`config.mk`:
```
export PLATFORM = sky130hd
export DESIGN_NAME = bounded_differentiator
export DESIGN_NICKNAME = d
export VERILOG_FILES = /design/src/rtl/bounded_dsp_pkg.sv /design/src/rtl/sample_delay_line.sv /design/src/rtl/bounded_differentiator.sv
export SDC_FILE = /design/constraint.sdc
export NUM_CORES = 1
export LEC_CHECK = 0
export BUFFER_PORTS_ARGS = -buffer_cell sky130_fd_sc_hd__buf_4
export CORE_ASPECT_RATIO = 2
export CORE_UTILIZATION = 50
export CTS_BUF_LIST = sky130_fd_sc_hd__clkbuf_2
export DETAILED_ROUTE_END_ITERATION = 16
export PLACE_DENSITY = 0.66
export SYNTH_ARGS = -nofsm -noshare
export SYNTH_HDL_FRONTEND = slang
export SYNTH_SLANG_ARGS = --single-unit
```
`constraint.sdc`:
```
create_clock -name clk -period 3.1 [get_ports clk]
set_input_delay 0.31 -clock clk [delete_from_list [all_inputs] [get_ports clk]]
set_output_delay 0.31 -clock clk [all_outputs]
set_load 0.005 [all_outputs]
```
`src/rtl/bounded_dsp_pkg.sv`:
```
// +------------------------------------------------------------------+
// | bounded_dsp_pkg                                                  |
// | Shared types and helpers for the bounded integrator and          |
// | bounded differentiator pair.                                     |
// | Rev 1.0                                                          |
// +------------------------------------------------------------------+
`default_nettype none

package bounded_dsp_pkg;

  typedef enum logic [0:0] {
    FILL = 1'b0,
    RUN  = 1'b1
  } fill_state_t;

  // The running sum of SIZE WIDTH-bit samples needs ceil(log2(SIZE+1)) extra bits.
  function automatic int sum_width(input int width, input int size);
    return width + $clog2(size + 1);
  endfunction

endpackage

`default_nettype wire

```
`src/rtl/sample_delay_line.sv`:
```
// +------------------------------------------------------------------+
// | sample_delay_line                                                |
// | DEPTH-stage enabled shift register; o_tap is the oldest sample.  |
// | Rev 1.0                                                          |
// +------------------------------------------------------------------+
`default_nettype none

module sample_delay_line #(
  parameter int WIDTH = 16,
  parameter int DEPTH = 5
) (
  input  logic             clk,
  input  logic             reset,
  input  logic             i_clear,
  input  logic             i_en,
  input  logic [WIDTH-1:0] i_din,
  output logic [WIDTH-1:0] o_tap
);

  generate
    if (DEPTH == 1) begin : g_single
      logic [WIDTH-1:0] r_tap;

      always_ff @(posedge clk) begin
        if (reset || i_clear) begin
          r_tap <= '0;
        end else if (i_en) begin
          r_tap <= i_din;
        end
      end

      assign o_tap = r_tap;
    end else begin : g_chain
      logic [WIDTH-1:0] r_line [DEPTH];

      always_ff @(posedge clk) begin
        if (reset || i_clear) begin
          for (int i = 0; i < DEPTH; i++) begin
            r_line[i] <= '0;
          end
        end else if (i_en) begin
          r_line[0] <= i_din;
          for (int i = 1; i < DEPTH; i++) begin
            r_line[i] <= r_line[i-1];
          end
        end
      end

      assign o_tap = r_line[DEPTH-1];
    end
  endgenerate

endmodule

`default_nettype wire

```
`src/rtl/bounded_differentiator.sv`:
```
// +------------------------------------------------------------------+
// | bounded_differentiator                                           |
// | Recovers x[n] = y[n] - y[n-1] + x[n-SIZE] from a moving-sum      |
// | stream. Optional range checker: BOUNDED_DIFF_CHECK_EN.           |
// | Rev 1.0                                                          |
// +------------------------------------------------------------------+
`default_nettype none

module bounded_differentiator
  import bounded_dsp_pkg::*;
#(
  parameter int WIDTH        = 16,
  parameter int SIZE         = 5,
  parameter int LOG2_SIZE_P1 = 3
) (
  input  logic                          clk,
  input  logic                          reset,
  input  logic                          clear,
  input  logic [WIDTH+LOG2_SIZE_P1-1:0] i_tdata,
  input  logic                          i_tvalid,
  output logic                          i_tready,
  output logic [WIDTH-1:0]              o_tdata,
  output logic                          o_tvalid,
  input  logic                          o_tready,
  output logic                          o_primed,
  output logic                          o_error
);

  localparam int c_SUM_W = WIDTH + LOG2_SIZE_P1;
  localparam int c_CNT_W = (SIZE > 1) ? $clog2(SIZE) : 1;
  localparam logic [c_CNT_W-1:0] c_CNT_LAST = c_CNT_W'(SIZE - 1);

  fill_state_t        r_state, w_state_nxt;
  logic [c_CNT_W-1:0] r_count, w_count_nxt;
  logic [c_SUM_W-1:0] r_y_prev;
  logic [WIDTH-1:0]   r_data;
  logic               r_valid;
  logic [WIDTH-1:0]   w_tap;
  logic [c_SUM_W-1:0] w_sum;
  logic [WIDTH-1:0]   w_x;
  logic               w_accept;
  logic               w_flush;

  assign w_flush  = reset | clear;
  // Ready is withheld during a flush so a sample offered then is never taken.
  assign i_tready = (~r_valid | o_tready) & ~w_flush;
  assign w_accept = i_tvalid & i_tready;

  assign w_sum = i_tdata - r_y_prev + {{LOG2_SIZE_P1{w_tap[WIDTH-1]}}, w_tap};
  assign w_x   = w_sum[WIDTH-1:0];

  sample_delay_line #(
    .WIDTH (WIDTH),
    .DEPTH (SIZE)
  ) u_delay (
    .clk     (clk),
    .reset   (reset),
    .i_clear (clear),
    .i_en    (w_accept),
    .i_din   (w_x),
    .o_tap   (w_tap)
  );

  always_ff @(posedge clk) begin
    if (w_flush) begin
      r_state <= FILL;
      r_count <= '0;
    end else begin
      r_state <= w_state_nxt;
      r_count <= w_count_nxt;
    end
  end

  always_comb begin
    w_state_nxt = r_state;
    w_count_nxt = r_count;
    if (w_accept && (r_state == FILL)) begin
      if (r_count == c_CNT_LAST) begin
        w_state_nxt = RUN;
      end else begin
        w_count_nxt = r_count + 1'b1;
      end
    end
  end

  always_ff @(posedge clk) begin
    if (w_flush) begin
      r_y_prev <= '0;
      r_data   <= '0;
      r_valid  <= 1'b0;
    end else if (w_accept) begin
      r_y_prev <= i_tdata;
      r_data   <= w_x;
      r_valid  <= 1'b1;
    end else if (o_tready) begin
      r_valid  <= 1'b0;
    end
  end

  assign o_tdata  = r_data;
  assign o_tvalid = r_valid;
  assign o_primed = (r_state == RUN);

`ifdef BOUNDED_DIFF_CHECK_EN
  logic [LOG2_SIZE_P1:0] w_hi;
  logic                  w_out_of_range;
  logic                  r_error;

  // A recovered value that does not fit signed WIDTH bits means the link lost sync.
  assign w_hi           = w_sum[c_SUM_W-1:WIDTH-1];
  assign w_out_of_range = ~(&w_hi) & (|w_hi);

  always_ff @(posedge clk) begin
    if (w_flush) begin
      r_error <= 1'b0;
    end else if (w_accept && w_out_of_range) begin
      r_error <= 1'b1;
    end
  end

  assign o_error = r_error;
`else
  logic w_unused_hi;
  assign w_unused_hi = ^w_sum[c_SUM_W-1:WIDTH];
  assign o_error     = 1'b0;
`endif

endmodule

`default_nettype wire
```
==> results of run 1 <==
[placed cells by master (no fill, tap or decap), drive strengths merged, types with 8 or more instances in the layout]
cell type    instances
a21o                 9
fa                  15
clkbuf              18
nand2               50
nand4                8
buf                 46
nor2                17
a21oi               15
and2                70
nand3               16
o21ai               22
ha                  18
edfxtp              80
clkinv               9
dlygate4sd3         22
dfxtp               37
inv                 63
[power by group]
part           internal [mW]  switching (mW)  total [mW]
registers               1.75          0.0311        1.78
logic                  0.221           0.317       0.538
clock network          0.513           0.547        1.06
total                   2.49           0.895        3.38
[routing by layer]
metal | up-vias | routed length, um | part of all wire (%) | track usage (%)
li1 | 1797 | - | - | -
met1 | 1788 | 4525 | 42 | 24.23
met2 | 73 | 5847 | 54 | 37.52
met3 | 12 | 312 | 2.9 | 5.361
met4 | 0 | 200 | 1.8 | 8.942
met5 | - | 0 | 0 | 0
[cell type report]
| class | count | area [um^2] | area share (%) |
|---|---|---|---|
| Inverter | 63 | 236.5 | 3.689 |
| Tap cell | 140 | 175.2 | 2.732 |
| Clock buffer | 18 | 90.09 | 1.405 |
| Antenna cell | 1 | 2.502 | 0.03903 |
| Multi-Input combinational cell | 292 | 2033 | 31.71 |
| Clock inverter | 14 | 165.2 | 2.576 |
| Sequential cell | 117 | 3143 | 49.02 |
| Timing Repair Buffer | 68 | 565.5 | 8.821 |
[state kept, by name, summed over array words and instances, names as in the netlist]
name                    cells
r_y_prev                   16
o_tdata                    16
o_primed                    1
o_tvalid                    1
u_delay.g_chain.r_line     80
r_count                     3
[stage by stage]
stage | cells | util (%) | setup slack (ns) | power, mW
2_1_floorplan | 494 | - | 0.2709 | 2.174
3_3_place_gp | 658 | 54.53 | 0.1763 | 2.319
3_5_place_dp | 658 | 54.53 | 0.1042 | 2.333
4_1_cts | 712 | 58.90 | 0.1596 | 3.419
5_1_grt | 713 | 58.94 | 0.02834 | 3.557
6_report | 713 | 58.94 | 0.2539 | 3.381
[worst register-to-register path, cell delays in order, from the launching register on]
cell	delay, ns
edfxtp_1	0.39
inv_1	0.07
fa_1	0.45
fa_1	0.47
and2b_4	0.29
o211ai_1	0.14
a2111oi_1	0.47
or3_1	0.21
mux2i_1	0.21
[worst paths after layout]
path                                      start                             to  slack [ns]  cells after the start
setup reg to reg  u_delay.g_chain.r_line[0][65]  u_delay.g_chain.r_line[0][14]        0.25                      8
hold reg to reg                      o_tdata[2]                     o_tdata[2]        0.48                      1
setup / recovery  u_delay.g_chain.r_line[0][65]  u_delay.g_chain.r_line[0][14]        0.25                      8
hold / removal                         o_tready                    r_y_prev[1]        0.41                      4
[cells by family (layout without fill, tap and decap cells)]
family | Yosys count | after routing
muxes | 1 | 1
AOI/OAI and AO/OA | 73 | 73
other | 1 | 2
buffers and inverters | 85 | 163
and+or+nand+nor | 176 | 176
adders and majority gates | 33 | 33
xor gates and xnor gates | 8 | 8
DFF | 117 | 117
[timing repair]
item | 4_1_cts | 5_1_grt
endpoints found under the setup margin | 0 | 1
endpoints found under the hold margin | 22 | 0
hold buffers | 22 | 0
gates resized for setup | 0 | 1
==> flow_summary.yaml, run 1 <==
floorplan:
  start_util_pct: 50.95
  dieHeight_um: 150.9
  die_area_um2: 11540
  die_w_um: 76.45
  rows: 54
  num_io_pins: 44
  core_um2: 10880
critical_path:
  cp_max_fo: 4
  slowest_delay_ns: 0.47
  crit_required_ns: 3.60
  crit_type: "reg2reg"
  cp-end-kind: "flip-flop"
  path_buf_inv: 1
  critPathLaunchType: "flip-flop"
  cp.arrival_ns: 3.34
  cpMostUsedCell: "fa_1"
  critical_path.slowest_cell: "fa_1"
  crit_chain: "inv_1, fa_1, fa_1, and2b_4, o211ai_1, a2111oi_1, or3_1, mux2i_1"
  crit_family: "adder cells"
pwr:
  ir_worst_vdd_mv: 0.4048
  power_density_nw_per_um2: 527.3
  power_leakage_nw: 2.846
clock_network:
  cts_tree: "yes"
  clock_path_buffers: 2
  clock_sinks: 117
  cts-root-buf: "clkbuf_2"
  post_cts_buffers: 0
  cts.clk_slew.worst_paths_ns: 0.16
  cts_htree_levels: 4
  clk_latency_ns: 0.65
  cts_made_buffers: 17
drt:
  drt-total-wl_mm: 10.89
  drc: 0
  num_vias: 3670
  drtPass1Iterations: 5
  drtAntennaViolNets: 0
  drt_iter0_markers: 286
  drt-vias-per-instance: 5.147
  wl_per_cell_um: 15.27
finish:
  fin_nets: 616
  fin_area_um2: 6411
  syn_to_final_growth_pct: 15.67
  drive_gt1_share_pct: 14.69
  fill_cells: 897
synth:
  synth_top_family_by_area: "simple AND/OR/NAND/NOR gates"
  yosysUniqueCellTypes: 51
  synth-compound-area-share_pct: 8.871
  synth.most_common_cell: "edfxtp_1"
  synth_seq_area_share_pct: 56.70
  synthAdderAreaFrac_pct: 9.481
  synth.area.mux_share_pct: 0.1806
  synth_edf_count: 80
  async_reset_ff_share_pct: 0
  synthFlopType: "edfxtp_1"
  yosysWarnings: 0
  synth_cells: 494
  synth.avg_cell_area_um2: 11.22
  netlist_area_um2: 5543
  synth_xor_area_share_pct: 1.264
  yosysTopAreaCell: "edfxtp_1"
  synth_top_cells_by_count: "edfxtp_1, and2_1, inv_1, nand2_1, dfxtp_1"
  yosys.area_share.simple_pct: 16.70
  netlist.area_leader.share_pct: 43.34
  yosys-top-cells-area: "edfxtp_1, dfxtp_1, and2_1"
  synth.net_count: 551
  ys_seq_elements: 117
global_route:
  grt_max_degree: 42
  grt_util_all_layers_pct: 21.21
  grt_pass1_wl_mm: 18.45
  grt-ovfl-total: 0
  grt_pass1_vias: 3801
  antenna_found_initial: 1
timing:
  layout_min_cycle_time_ns: 2.846
  setup_violations: 0
  rsz0062_at_grt: "false"
  fin_tns_setup_ns: 0
  fin_crit_sh_pct: 91.81
  max_slew.worst_pin.slew_ns: 0.9134
  fmax_mhz: 351.4
  slew_headroom_pct: 39.02
  fin_skew_ns: 0.01343
  hold_viol: 0
  whs_ns: 0.4135
  finalMaxSlewViolations: 0
placement:
  placed_area_um2: 5932
  post-dp-hpwl_mm: 7.563
  port_buffers: 39
  gp_congestion: 0.8483
run_status:
  outcome: "finished, final reports clean"
run:
  max_cap_viol_count: 0
min_path:
  hold_path.class: "in2reg"
No activity file was read; power rests on OpenSTA's default activity.
==> run 2, diff against run 1 <==
CTS_BUF_LIST = sky130_fd_sc_hd__clkbuf_16   (was sky130_fd_sc_hd__clkbuf_2)
==> run 2 against run 1 <==
  * Register-to-register slack hardly changed
  * Maximum frequency hardly changed
  * Clock skew decreased by 0.0045 ns
  * Die area unchanged
  * Setup slack improved by 0.00053 ns
  * Largest cell class unchanged
  * Largest power group is now the clock network
  * Highest routed layer unchanged
==> flow_summary.yaml, run 2 (same netlist as run 1, synthesis figures left out) <==
finish:
  drive_gt1_share_pct: 15.09
  top_register: "u_delay.g_chain.r_line"
  syn_to_final_growth_pct: 17.77
  final_common_cell: "edfxtp_1"
  largest_reg_flops: 80
  finalNonFillerCells: 690
  most-common-layout-cells: "edfxtp_1, and2_1, inv_1"
  final_core_util_pct: 60.01
  fin_nets: 594
  num_antenna_cells: 0
  fin_area_um2: 6528
min_path:
  hold_depth: 2
  hold_path.class: "in2reg"
pwr:
  p_sw_mw: 0.9977
  power_density_nw_per_um2: 654.6
  power_leakage_nw: 2.893
  p_comb_share_pct: 12.1
  p_int_mw: 3.275
  p_sw_share_pct: 23.35
  p_clk_share_pct: 46.1
  ir_worst_vdd_mv: 0.5638
  seqPwrFrac_pct: 41.8
timing:
  fin_tns_setup_ns: 0
  hold_viol: 0
  fin_crit_sh_pct: 91.79
  setup_violations: 0
  fmax_mhz: 351.4
  rsz0062_at_grt: "false"
  whs_ns: 0.1349
  max_slew.worst_pin.slew_ns: 0.8952
  fin_skew_ns: 0.008881
  slew_headroom_pct: 40.23
  layout_min_cycle_time_ns: 2.846
  finalMaxSlewViolations: 0
floorplan:
  dieHeight_um: 150.9
  core_um2: 10880
  num_io_pins: 44
  die_area_um2: 11540
  start_util_pct: 50.95
  die_w_um: 76.45
  rows: 54
global_route:
  grt_max_degree: 42
  antenna_found_initial: 0
  grt-ovfl-total: 0
  grt_pass1_wl_mm: 18.38
  grt_pass1_vias: 3786
  grt_util_all_layers_pct: 21.16
drt:
  drtAntennaViolNets: 0
  drt-total-wl_mm: 10.90
  drt-vias-per-instance: 5.220
  drt_iter0_markers: 219
  num_vias: 3602
  drc: 0
  drtPass1Iterations: 4
  wl_per_cell_um: 15.79
run:
  max_cap_viol_count: 0
critical_path:
  crit_required_ns: 3.34
  cp.arrival_ns: 3.09
  critPathLaunchType: "flip-flop"
  rr_endpoint: "u_delay.g_chain.r_line[0][14]"
  worstReg2RegStart: "u_delay.g_chain.r_line[0][64]"
  crit_start: "u_delay.g_chain.r_line[0][64]"
  reg2reg_depth: 11
  cp-end-kind: "flip-flop"
  crit_path_end: "u_delay.g_chain.r_line[0][14]"
  cp_max_fo: 4
  ff2ff_setup_slack_ns: 0.25
  crit_type: "reg2reg"
placement:
  dp.cells: 658
  placed_area_um2: 5932
  port_buffers: 39
  post-dp-hpwl_mm: 7.563
  gp_congestion: 0.8483
clock_network:
  clock_path_buffers: 2
  cts.clk_slew.worst_paths_ns: 0.05
  cts_made_buffers: 17
  cts-root-buf: "clkbuf_16"
  cts_htree_levels: 4
  clock_sinks: 117
  cts_tree: "yes"
  clk_latency_ns: 0.41
  post_cts_buffers: 0
run_status:
  outcome: "finished, final reports clean"
[run 2: changes by cell type in the layout (fill, tap and decap cells not counted)]
cell and change:
inv_1 +1, dlygate4sd3_1 -22, clkbuf_16 +17, diode_2 -1, clkbuf_2 -18
[run 2: area by class of cell]
class                      count  area (um^2)
clock buffer                  17        425.4
clock inverter                15        168.9
fill                         886         4350
inverter                      63        236.5
multi-input combinational    292         2033
sequential                   117         3143
tap                          140        175.2
timing repair buffer          46        345.3
[run 2: what timing repair did]
action,in CTS,in global routing
hold buffers,0,0
endpoints found under the setup margin,0,1
gates resized for setup,0,1
[run 2: how the worst min path moves through the flow]
stage | start | to | slack (ns)
after detailed placement | o_tdata[2] | o_tdata[2] | 0.45
after CTS | i_tdata[0] | r_y_prev[0] | 0.12
after global placement | o_tdata[1] | o_tdata[1] | 0.44
final | i_tdata[0] | r_y_prev[0] | 0.13
after global routing | i_tdata[15] | r_y_prev[15] | 0.13
after floorplan | i_tvalid | o_tvalid | 0.43
[run 2: routing by layer]
| metal | wire [um] | GRT usage [%] | vias up |
|---|---|---|---|
| met5 | 0 | 0 | - |
| met4 | 318 | 13.17 | 0 |
| met3 | 276 | 3.916 | 18 |
| met2 | 5868 | 37.43 | 83 |
| met1 | 4433 | 23.35 | 1747 |
| li1 | - | - | 1754 |
[run 2: power groups by stage]
| stage | Clock (mW) | Combinational (mW) | Sequential, mW |
|---|---|---|---|
| after floorplan | 0 | 0.364 | 1.81 |
| after global placement | 0 | 0.505 | 1.81 |
| final | 1.97 | 0.516 | 1.79 |
| after CTS | 2.00 | 0.520 | 1.79 |
| after global routing | 2.06 | 0.576 | 1.80 |
| after detailed placement | 0 | 0.515 | 1.82 |
[run 2: worst max-delay path, stage by stage (launching register included)]
cell       delay, ns
edfxtp_1        0.35
inv_1           0.07
ha_1            0.22
inv_1           0.07
ha_1            0.20
inv_1           0.07
fa_1            0.39
and2b_4         0.29
o211ai_1        0.14
a2111oi_1       0.45
or3_1           0.21
mux2i_1         0.22
[run 2: metrics by stage]
stage	worst slack, ns	power, mW
finish	0.2545	4.273
detailed placement	0.1042	2.333
global route	0.02594	4.433
floorplan	0.2709	2.174
CTS	0.1821	4.305
global placement	0.1763	2.319
==> run 3, diff against run 2 <==
BUFFER_PORTS_ARGS = not set   (was -buffer_cell sky130_fd_sc_hd__buf_4)
DONT_BUFFER_PORTS = 1   (was not set)
PLACE_DENSITY = 0.63   (was 0.66)
==> run 3 against run 2 <==
  * Clock-buffer cell count did not move
  * Sequential cell count stayed put
  * Cell area down 5.6%
  * Die area is the same
  * Clock skew about the same
  * Routed wire length is 3.0% lower
  * Register-to-register slack lost 0.08 ns
  * Sequential power hardly changed
  * Setup slack worse by 0.082 ns
==> flow_summary.yaml, run 3 (same netlist as run 1, synthesis figures left out) <==
global_route:
  grt_max_degree: 40
  grt_util_all_layers_pct: 20.09
  grt-ovfl-total: 0
  antenna_found_initial: 0
  grt_pass1_vias: 3617
  grt_pass1_wl_mm: 17.49
critical_path:
  crit_chain: "inv_1, fa_1, fa_1, and2b_4, o211ai_1, a2111oi_1, or3_1, mux2i_1"
  crit_required_ns: 3.36
  cp-end-kind: "flip-flop"
  reg2reg_depth: 8
  cp.arrival_ns: 3.19
  rr_endpoint: "u_delay.g_chain.r_line[0][14]"
  path_buf_inv: 1
  cp_max_fo: 4
  worstReg2RegStart: "u_delay.g_chain.r_line[0][65]"
  critical_path.slowest_cell: "a2111oi_1"
  ff2ff_setup_slack_ns: 0.17
  crit_family: "adder cells"
  cpMostUsedCell: "fa_1"
  critPathLaunchType: "flip-flop"
  slowest_delay_ns: 0.61
  crit_type: "reg2reg"
pwr:
  power_leakage_nw: 2.676
  ir_worst_vdd_mv: 0.4592
  power_density_nw_per_um2: 634.6
run_status:
  outcome: "finished, final reports clean"
clock_network:
  clock_sinks: 117
  cts_made_buffers: 17
  cts.clk_slew.worst_paths_ns: 0.05
  cts-root-buf: "clkbuf_16"
  clock_path_buffers: 2
  cts_tree: "yes"
  post_cts_buffers: 0
  cts_htree_levels: 4
  clk_latency_ns: 0.41
drt:
  drc: 0
  drt_iter0_markers: 164
  num_vias: 3461
  drt-vias-per-instance: 5.308
  drt-total-wl_mm: 10.57
  drtPass1Iterations: 4
  wl_per_cell_um: 16.22
  drtAntennaViolNets: 0
floorplan:
  dieHeight_um: 150.9
  die_area_um2: 11540
  core_um2: 10880
  rows: 54
  num_io_pins: 44
  start_util_pct: 50.95
  die_w_um: 76.45
run:
  max_cap_viol_count: 0
finish:
  final_common_cell: "edfxtp_1"
  most-common-layout-cells: "edfxtp_1, and2_1, inv_1"
  syn_to_final_growth_pct: 11.20
  top_register: "u_delay.g_chain.r_line"
  num_antenna_cells: 0
  drive_gt1_share_pct: 9.375
  fin_nets: 556
  largest_reg_flops: 80
placement:
  gp_congestion: 0.7935
  pre_cts_ws_ns: 0.02391
  post-dp-hpwl_mm: 7.226
  port_buffers: 0
min_path:
  hold_depth: 2
  holdPathEnd: "o_tvalid"
  hp-start: "i_tvalid"
  hold_path.class: "in2reg"
timing:
  finalMaxSlewViolations: 0
  rsz0062_at_grt: "false"
  hold_viol: 0
  fmax_mhz: 341.5
  fin_crit_sh_pct: 94.45
  setup_violations: 0
  fin_skew_ns: 0.008535
  layout_min_cycle_time_ns: 2.928
  fin_ws_ns: 0.1721
  slew_headroom_pct: 33.42
  max_slew.worst_pin.slew_ns: 0.9959
  fin_tns_setup_ns: 0
## run 3: cell types whose count changed in the layout (fill, tap and decap cells not counted), sizes merged
cell	change
clkinvlp	+2
bufinv	-4
inv	+3
clkinv	-1
buf	-38
## run 3: metal layers
metal | GRT usage, % | wire length [um] | vias up
li1 | - | - | 1663
met1 | 21.73 | 4181 | 1693
met2 | 35.99 | 5630 | 79
met3 | 4.217 | 368 | 26
met4 | 11.83 | 393 | 0
met5 | 0 | 0 | -
## run 3: area by class of cell
cell class,instances,area [um^2]
timing repair buffer,8,72.57
tap,140,175.2
fill,933,4715
clock buffer,17,425.4
inverter,63,236.5
clock inverter,15,77.57
sequential,117,3143
multi-input combinational,292,2033
## run 3: worst max path at each step
stage	from	to	slack, ns	depth (start not counted)
final	u_delay.g_chain.r_line[0][65]	u_delay.g_chain.r_line[0][14]	0.17	8
after global routing	u_delay.g_chain.r_line[0][64]	u_delay.g_chain.r_line[0][14]	0.01	11
after CTS	u_delay.g_chain.r_line[0][65]	u_delay.g_chain.r_line[0][14]	0.02	8
after detailed placement	i_tdata[1]	u_delay.g_chain.r_line[0][14]	0.02	8
after global placement	i_tdata[8]	u_delay.g_chain.r_line[0][15]	0.21	10
after floorplan	clear	u_delay.g_chain.r_line[0][0]	0.27	5
## run 3: through the flow
step                cell area, um^2  instances  hold slack, ns  power, mW  util [%]
floorplan                      5543        494          0.4307      2.174         -
global placement               5659        620          0.4360      2.279     52.02
detailed placement             5659        620          0.4403      2.289     52.02
CTS                            6162        652         0.01152      3.939     56.65
global route                   6163        652         0.02992      4.072     56.66
finish                         6163        652         0.02745      3.911     56.66
## run 3: what timing repair did
item / in CTS / in global routing
gates resized for setup: 0 / 1
endpoints found under the hold margin: 0 / 0
endpoints found under the setup margin: 0 / 2
hold buffers: 0 / 0
## run 3: power breakdown
group,internal [mW],switching (mW),total (mW)
clock network,0.991,0.655,1.65
logic,0.171,0.304,0.476
registers,1.75,0.0347,1.79
